## config.mk

```make
export PLATFORM = sky130hd
export DESIGN_NAME = led_trail_pwm_flat
export DESIGN_NICKNAME = d
export VERILOG_FILES = /design/src/rtl/led_trail_pwm_if.sv /design/src/rtl/led_trail_pwm.sv /design/src/flat_wrapper.sv
export SDC_FILE = /design/constraint.sdc
export NUM_CORES = 1
export LEC_CHECK = 0
export CAP_MARGIN = 5
export CORE_ASPECT_RATIO = 1.1
export CORE_MARGIN = 5
export CORE_UTILIZATION = 55
export CTS_CLUSTER_SIZE = 8
export DETAILED_ROUTE_END_ITERATION = 10
export PLACE_DENSITY = 0.86
export SLEW_MARGIN = 40
export SYNTH_ARGS = -nofsm -noshare
export SYNTH_HDL_FRONTEND = slang
export SYNTH_SLANG_ARGS = --single-unit
```

## constraint.sdc

```tcl
create_clock -name clk -period 3.5 [get_ports clk]
set_input_delay 0.7 -clock clk [delete_from_list [all_inputs] [get_ports clk]]
set_output_delay 0.7 -clock clk [all_outputs]
set_load 0.01 [all_outputs]
```

## src/rtl/led_trail_pwm_if.sv

```systemverilog
// Bus between the LED trail/PWM stage and its neighbours.
//   enable    : 1 = run, 0 = freeze state and blank the LEDs
//   patternIn : 8-bit sweep pattern word, sampled every cycle
//   ledOut    : registered PWM drive, one bit per LED
//   levelSel  : debug selector, LED index 0..7
//   levelOut  : brightness level of the selected LED (combinational)
// master drives the pattern, enable and selector; slave is the trail stage.
interface led_trail_pwm_if #(
  parameter int PWM_BITS = 4
);
  logic                enable;
  logic [7:0]          patternIn;
  logic [7:0]          ledOut;
  logic [2:0]          levelSel;
  logic [PWM_BITS-1:0] levelOut;

  modport master (
    output enable, patternIn, levelSel,
    input  ledOut, levelOut
  );

  modport slave (
    input  enable, patternIn, levelSel,
    output ledOut, levelOut
  );
endinterface

```

## src/rtl/led_trail_pwm.sv

```systemverilog
// Comet-trail brightness and PWM stage behind the 8-LED sweep generator.
// Each LED holds a brightness level that jumps to full while its pattern
// bit is set, then decays by DECAY_STEP every DECAY_COUNT enabled cycles.
// Levels are turned into PWM drive against a shared free-running counter.
//   clk : clock
//   rst : synchronous, active-high reset
//   bus : led_trail_pwm_if.slave (enable, patternIn, ledOut, levelSel, levelOut)

// One LED: brightness level register plus its PWM output flop.
module led_trail_lane #(
  parameter int PWM_BITS   = 4,
  parameter int DECAY_STEP = 4
) (
  input  logic                clk,
  input  logic                rst,
  input  logic                enable,
  input  logic                load,     // registered pattern bit
  input  logic                tick,     // shared decay tick
  input  logic [PWM_BITS-1:0] pwm_cnt,
  output logic [PWM_BITS-1:0] level,
  output logic                led
);
  localparam logic [PWM_BITS-1:0] LMAX = {PWM_BITS{1'b1}};
  localparam logic [PWM_BITS-1:0] STEP = PWM_BITS'(DECAY_STEP);

  always_ff @(posedge clk) begin
    if (rst) begin
      level <= '0;
      led   <= 1'b0;
    end else begin
      if (enable) begin
        // A live pattern bit wins over a decay tick in the same cycle.
        if (load)
          level <= LMAX;
        else if (tick)
          level <= (level >= STEP) ? level - STEP : '0;
      end
      // Full level is forced solid so it never shows a one-cycle gap when
      // the counter sits at LMAX.
      led <= enable && ((level == LMAX) || (level > pwm_cnt));
    end
  end
endmodule

module led_trail_pwm #(
  parameter int PWM_BITS    = 4,
  parameter int DECAY_COUNT = 16,
  parameter int DECAY_STEP  = 4
) (
  input  logic            clk,
  input  logic            rst,
  led_trail_pwm_if.slave  bus
);
  localparam int NUM_LANES = 8;
  // Keep the counter at least one bit wide so DECAY_COUNT=1 elaborates.
  localparam int CW = (DECAY_COUNT > 1) ? $clog2(DECAY_COUNT) : 1;
  localparam logic [CW-1:0] CNT_LAST = CW'(DECAY_COUNT - 1);

  logic [NUM_LANES-1:0]               pat_q;
  logic [CW-1:0]                      decay_cnt;
  logic                               decay_tick;
  logic [PWM_BITS-1:0]                pwm_cnt;
  logic [NUM_LANES-1:0][PWM_BITS-1:0] level;
  logic [NUM_LANES-1:0]               led;

  // Pattern is registered unconditionally so enable only gates the update.
  always_ff @(posedge clk) begin
    if (rst) pat_q <= '0;
    else     pat_q <= bus.patternIn;
  end

  // Decay timer and PWM counter both freeze while disabled, so a re-enable
  // resumes the fade exactly where it stopped.
  always_ff @(posedge clk) begin
    if (rst) begin
      decay_cnt <= '0;
      pwm_cnt   <= '0;
    end else if (bus.enable) begin
      decay_cnt <= (decay_cnt == CNT_LAST) ? '0 : decay_cnt + CW'(1);
      pwm_cnt   <= pwm_cnt + PWM_BITS'(1);
    end
  end

  assign decay_tick = bus.enable && (decay_cnt == CNT_LAST);

  for (genvar g = 0; g < NUM_LANES; g++) begin : g_lane
    led_trail_lane #(
      .PWM_BITS   (PWM_BITS),
      .DECAY_STEP (DECAY_STEP)
    ) u_lane (
      .clk     (clk),
      .rst     (rst),
      .enable  (bus.enable),
      .load    (pat_q[g]),
      .tick    (decay_tick),
      .pwm_cnt (pwm_cnt),
      .level   (level[g]),
      .led     (led[g])
    );
  end

  assign bus.ledOut   = led;
  assign bus.levelOut = level[bus.levelSel];
endmodule

```

## src/flat_wrapper.sv

```systemverilog
// flat-port wrapper written by rule: the top's interface ports become plain ports
module led_trail_pwm_flat 
#(
  parameter int PWM_BITS    = 4,
  parameter int DECAY_COUNT = 16,
  parameter int DECAY_STEP  = 4
)
  (clk, rst, bus_enable, bus_patternIn, bus_levelSel, bus_ledOut, bus_levelOut);
  led_trail_pwm_if #(.PWM_BITS(PWM_BITS)) bus_i ();
  input  logic clk;
  input  logic rst;
  input wire logic [$bits(bus_i.enable)-1:0] bus_enable;
  input wire logic [$bits(bus_i.patternIn)-1:0] bus_patternIn;
  input wire logic [$bits(bus_i.levelSel)-1:0] bus_levelSel;
  output wire logic [$bits(bus_i.ledOut)-1:0] bus_ledOut;
  output wire logic [$bits(bus_i.levelOut)-1:0] bus_levelOut;
  assign bus_i.enable = bus_enable;
  assign bus_i.patternIn = bus_patternIn;
  assign bus_i.levelSel = bus_levelSel;
  assign bus_ledOut = bus_i.ledOut;
  assign bus_levelOut = bus_i.levelOut;
  led_trail_pwm #(.PWM_BITS(PWM_BITS), .DECAY_COUNT(DECAY_COUNT), .DECAY_STEP(DECAY_STEP)) u_core (.clk(clk), .rst(rst), .bus(bus_i));
endmodule
```

==> impl_metrics.tcl <==
set metrics [dict create \
    status "completed" \
    rows 26 \
    cts_tree "done" \
    regArea_um2 961 \
    vdd_drop_max_mv 0.271 \
    worstPathMaxFanout 6 \
    hold_buffers 0 \
    post_dp_cell_area_um2 2930 \
    rsz0062_at_grt "no" \
    wl_um 5670 \
    min_period_ns 3.38 \
    multi_input_area_um2 1570 \
    diodes 0 \
    worst-setup-path-type "primary input to output port" \
    yosysSeqAreaShare_pct 35.4 \
    cts-root-buf "clkbuf_8" \
    grt_pass1_wl_um 9630 \
    relSlewSlack_pct 46.3 \
    detail_route.wirelength.met1_um 2520 \
    path_common_cell "clkdlybuf4s50_1" \
    p_int_mw 0.859 \
    cts_resized 0 \
    drive_gt1_share_pct 5.71 \
    crit_arrival_ns 2.68 \
    finalSetupViolCount 0 \
    grt_max_degree 33 \
    grt_overflow 0 \
    worstReg2RegStart "u_core.pwm_cnt[1]$_SDFFE_PP0P_" \
    cpPeakStageDelay_ns 0.64 \
    cts.sinks 48 \
    max_cap_violations 0 \
    tns_ns 0 \
    postCtsSetupBuffers 0 \
    grt_pass1_vias 2181 \
    die_w_um 77.0 \
    p_clk_share_pct 29.5 \
    grt.total_usage_pct 18.1 \
    switching_share_pct 28.2 \
    required_ns 2.80 \
    place_congestion 0.856 \
    wl_per_cell_um 15.3 \
    clock.fmax_mhz 296 \
    path_clk_slew_ns 0.09 \
    async_flop_share_pct 0 \
    num-fill-cells 397 \
    hold_path.class "flip-flop to flip-flop" \
    synth_top_cell_by_area "dfxtp_1" \
    cp_slowest_cell "clkdlybuf4s50_1" \
    worst-slew-pin-transition_ns 0.804 \
    ys.flop_type "dfxtp_1" \
    vias_per_cell 6.00 \
    reg2reg_depth 6 \
    synth_area_um2 2710 \
    syn_area_per_cell_um2 9.01 \
    synthTopCellsByArea "dfxtp_1, ha_1, a21oi_1" \
    area_growth_pct 11.4 \
    antenna_found_initial 0 \
    ys_seq_elements 48 \
    coreArea_um2 4720 \
    clk_path_buf_depth 2 \
    startpoint_type "primary input" \
    cts_inserted_buffers 5 \
    min_period_over_period_pct 96.5 \
    num_io_pins 26 \
    cp-endpoint "bus_levelOut[1]" \
    power.leakage_nw 1.24 \
    synth_commonest_cells "dfxtp_1, a21oi_1, ha_1" \
    yosysMostFrequentCell "dfxtp_1" \
    power.switching_mw 0.337 \
    io_buffer_count 25 \
    synth_nets 349 \
    die_h_um 83.7 \
    yosysWarningCount 0 \
    finClkSkew_ns 0.0167 \
    synth-edff-count 0 \
    first_iter_violations 113 \
    yosysUniqueCellTypes 29 \
    cp.depth 4 \
    route.detailed.drc 0 \
    start_util_pct 57.5 \
    wl_met2_um 2760 \
    critPathTopFamily "buffers and inverters" \
    fin_nets 362 \
    p_per_area_nw_per_um2 395 \
    report.final.hold_viol_count 0 \
    cts_max_level 2 \
    reg2reg_to "u_core.g_lane[0].u_lane.led$_SDFF_PP0_" \
    first_pass_iters 5 \
    clk_latency_ns 0.31 \
    ant_nets 0 \
    cp-startpoint "bus_levelSel[0]" \
    die_area_um2 6440 \
    crit_path_end_kind "output port" \
    hpwl_um 4110 \
    yosysTopAreaCellShare_pct 35.4 \
    vias 2227 \
    seqPwrFrac_pct 51.8 \
    highest_layer "met4" \
    drv_slew 0 \
    wl_met3_um 283 \
    path_buf_inv 2 \
    cp_cell_sequence "clkdlybuf4s50_1 -> mux4_1 -> mux2_2 -> clkdlybuf4s50_1" \
    comb_power_share_pct 18.7 \
    fin_area_um2 3020 \
    reg2reg_setup_slack_ns 1.87 \
    synth_cells 301 \
]
tightest hold or removal path, stage by stage (launching register included):
cell and delay [ns]:
dfxtp_1 0.32, nand2_1 0.08, a21oi_1 0.06
through the flow:
step / instances / power (mW) / hold WS [ns] / setup WS (ns) / util [%]
6_report: 371 / 1.20 / 0.489 / 0.122 / 64.1
5_1_grt: 371 / 1.26 / 0.526 / 0.0618 / 64.1
4_1_cts: 371 / 1.21 / 0.499 / 0.117 / 64.1
3_5_place_dp: 363 / 0.854 / 0.487 / 0.122 / 62.0
3_3_place_gp: 363 / 0.841 / 0.464 / 0.150 / 62.0
2_1_floorplan: 301 / 0.787 / 0.450 / 1.01 / -
power groups by stage:
stage / Clock [mW] / Combinational (mW) / Sequential (mW)
final: 0.352 / 0.224 / 0.619
after global routing: 0.386 / 0.253 / 0.625
after CTS: 0.362 / 0.225 / 0.618
after detailed placement: 0 / 0.223 / 0.631
after global placement: 0 / 0.211 / 0.630
after floorplan: 0 / 0.169 / 0.617
layer usage:
metal | vias up | global-route usage (%)
met4 | 0 | 7.15
met3 | 9 | 4.64
met1 | 1048 | 21.2
met2 | 52 | 31.3
li1 | 1118 | -
met5 | - | 0
worst min-delay path by stage:
stage,slack (ns),from,depth (start not counted),endpoint
after floorplan,0.45,u_core.pat_q[3]$_SDFF_PP0_,2,u_core.g_lane[3].u_lane.level[3]$_SDFFE_PP0P_
after global placement,0.46,u_core.pat_q[3]$_SDFF_PP0_,2,u_core.g_lane[3].u_lane.level[3]$_SDFFE_PP0P_
after detailed placement,0.49,u_core.pat_q[3]$_SDFF_PP0_,2,u_core.g_lane[3].u_lane.level[2]$_SDFFE_PP0P_
after CTS,0.50,u_core.pat_q[3]$_SDFF_PP0_,2,u_core.g_lane[3].u_lane.level[2]$_SDFFE_PP0P_
after global routing,0.53,u_core.pat_q[4]$_SDFF_PP0_,2,u_core.g_lane[4].u_lane.level[3]$_SDFFE_PP0P_
final,0.49,u_core.pat_q[3]$_SDFF_PP0_,2,u_core.g_lane[3].u_lane.level[0]$_SDFFE_PP0P_
cell usage in the layout, fill, tap and decap left out:
cell type	synthesis	final
dfxtp_1	48	48
a21oi_1	44	44
ha_1	34	34
clkdlybuf4s50_1	0	25
nand2_1	23	23
nor2_1	21	21
o21ai_0	16	16
inv_1	14	14
nor2b_1	14	14
nand3_1	10	10
o31ai_1	9	9
o22ai_1	7	7
nand4_1	6	6
clkbuf_8	0	6
o211ai_1	5	5
a41o_1	5	5
mux4_1	4	4
mux2_2	4	4
xnor2_1	3	3
nor3b_1	3	3
buf_4	9	3
mux4_2	2	2
mux2i_1	2	2
clkinvlp_4	0	2
nand4_2	1	1
a31oi_1	1	1
nand2b_1	1	1
xor2_1	1	1
or3_1	1	1
registers in the layout, summed over array words and instances, names as in the netlist:
name	count
u_core.pwm_cnt	4
u_core.g_lane.u_lane.led	8
u_core.pat_q	8
u_core.g_lane.u_lane.level	24
u_core.decay_cnt	4
cells by family after synthesis:
group / after synthesis / synth area share, %
compound gates: 87 / 18.6
xor+xnor: 4 / 1.29
fa+ha+maj: 34 / 15.7
buf+inv: 36 / 6.73
flops: 48 / 35.4
mux: 12 / 7.93
simple gates: 80 / 14.3
final cells by class:
class,instances,area share (%)
flip-flops and latches,48,31.8
inverters,14,1.74
clock inverters,2,0.497
multi-input cells,217,51.9
clock buffers,6,2.73
repair buffers,28,9.02
well taps,56,2.32
Note: power is estimated with default switching activity, not from simulation.
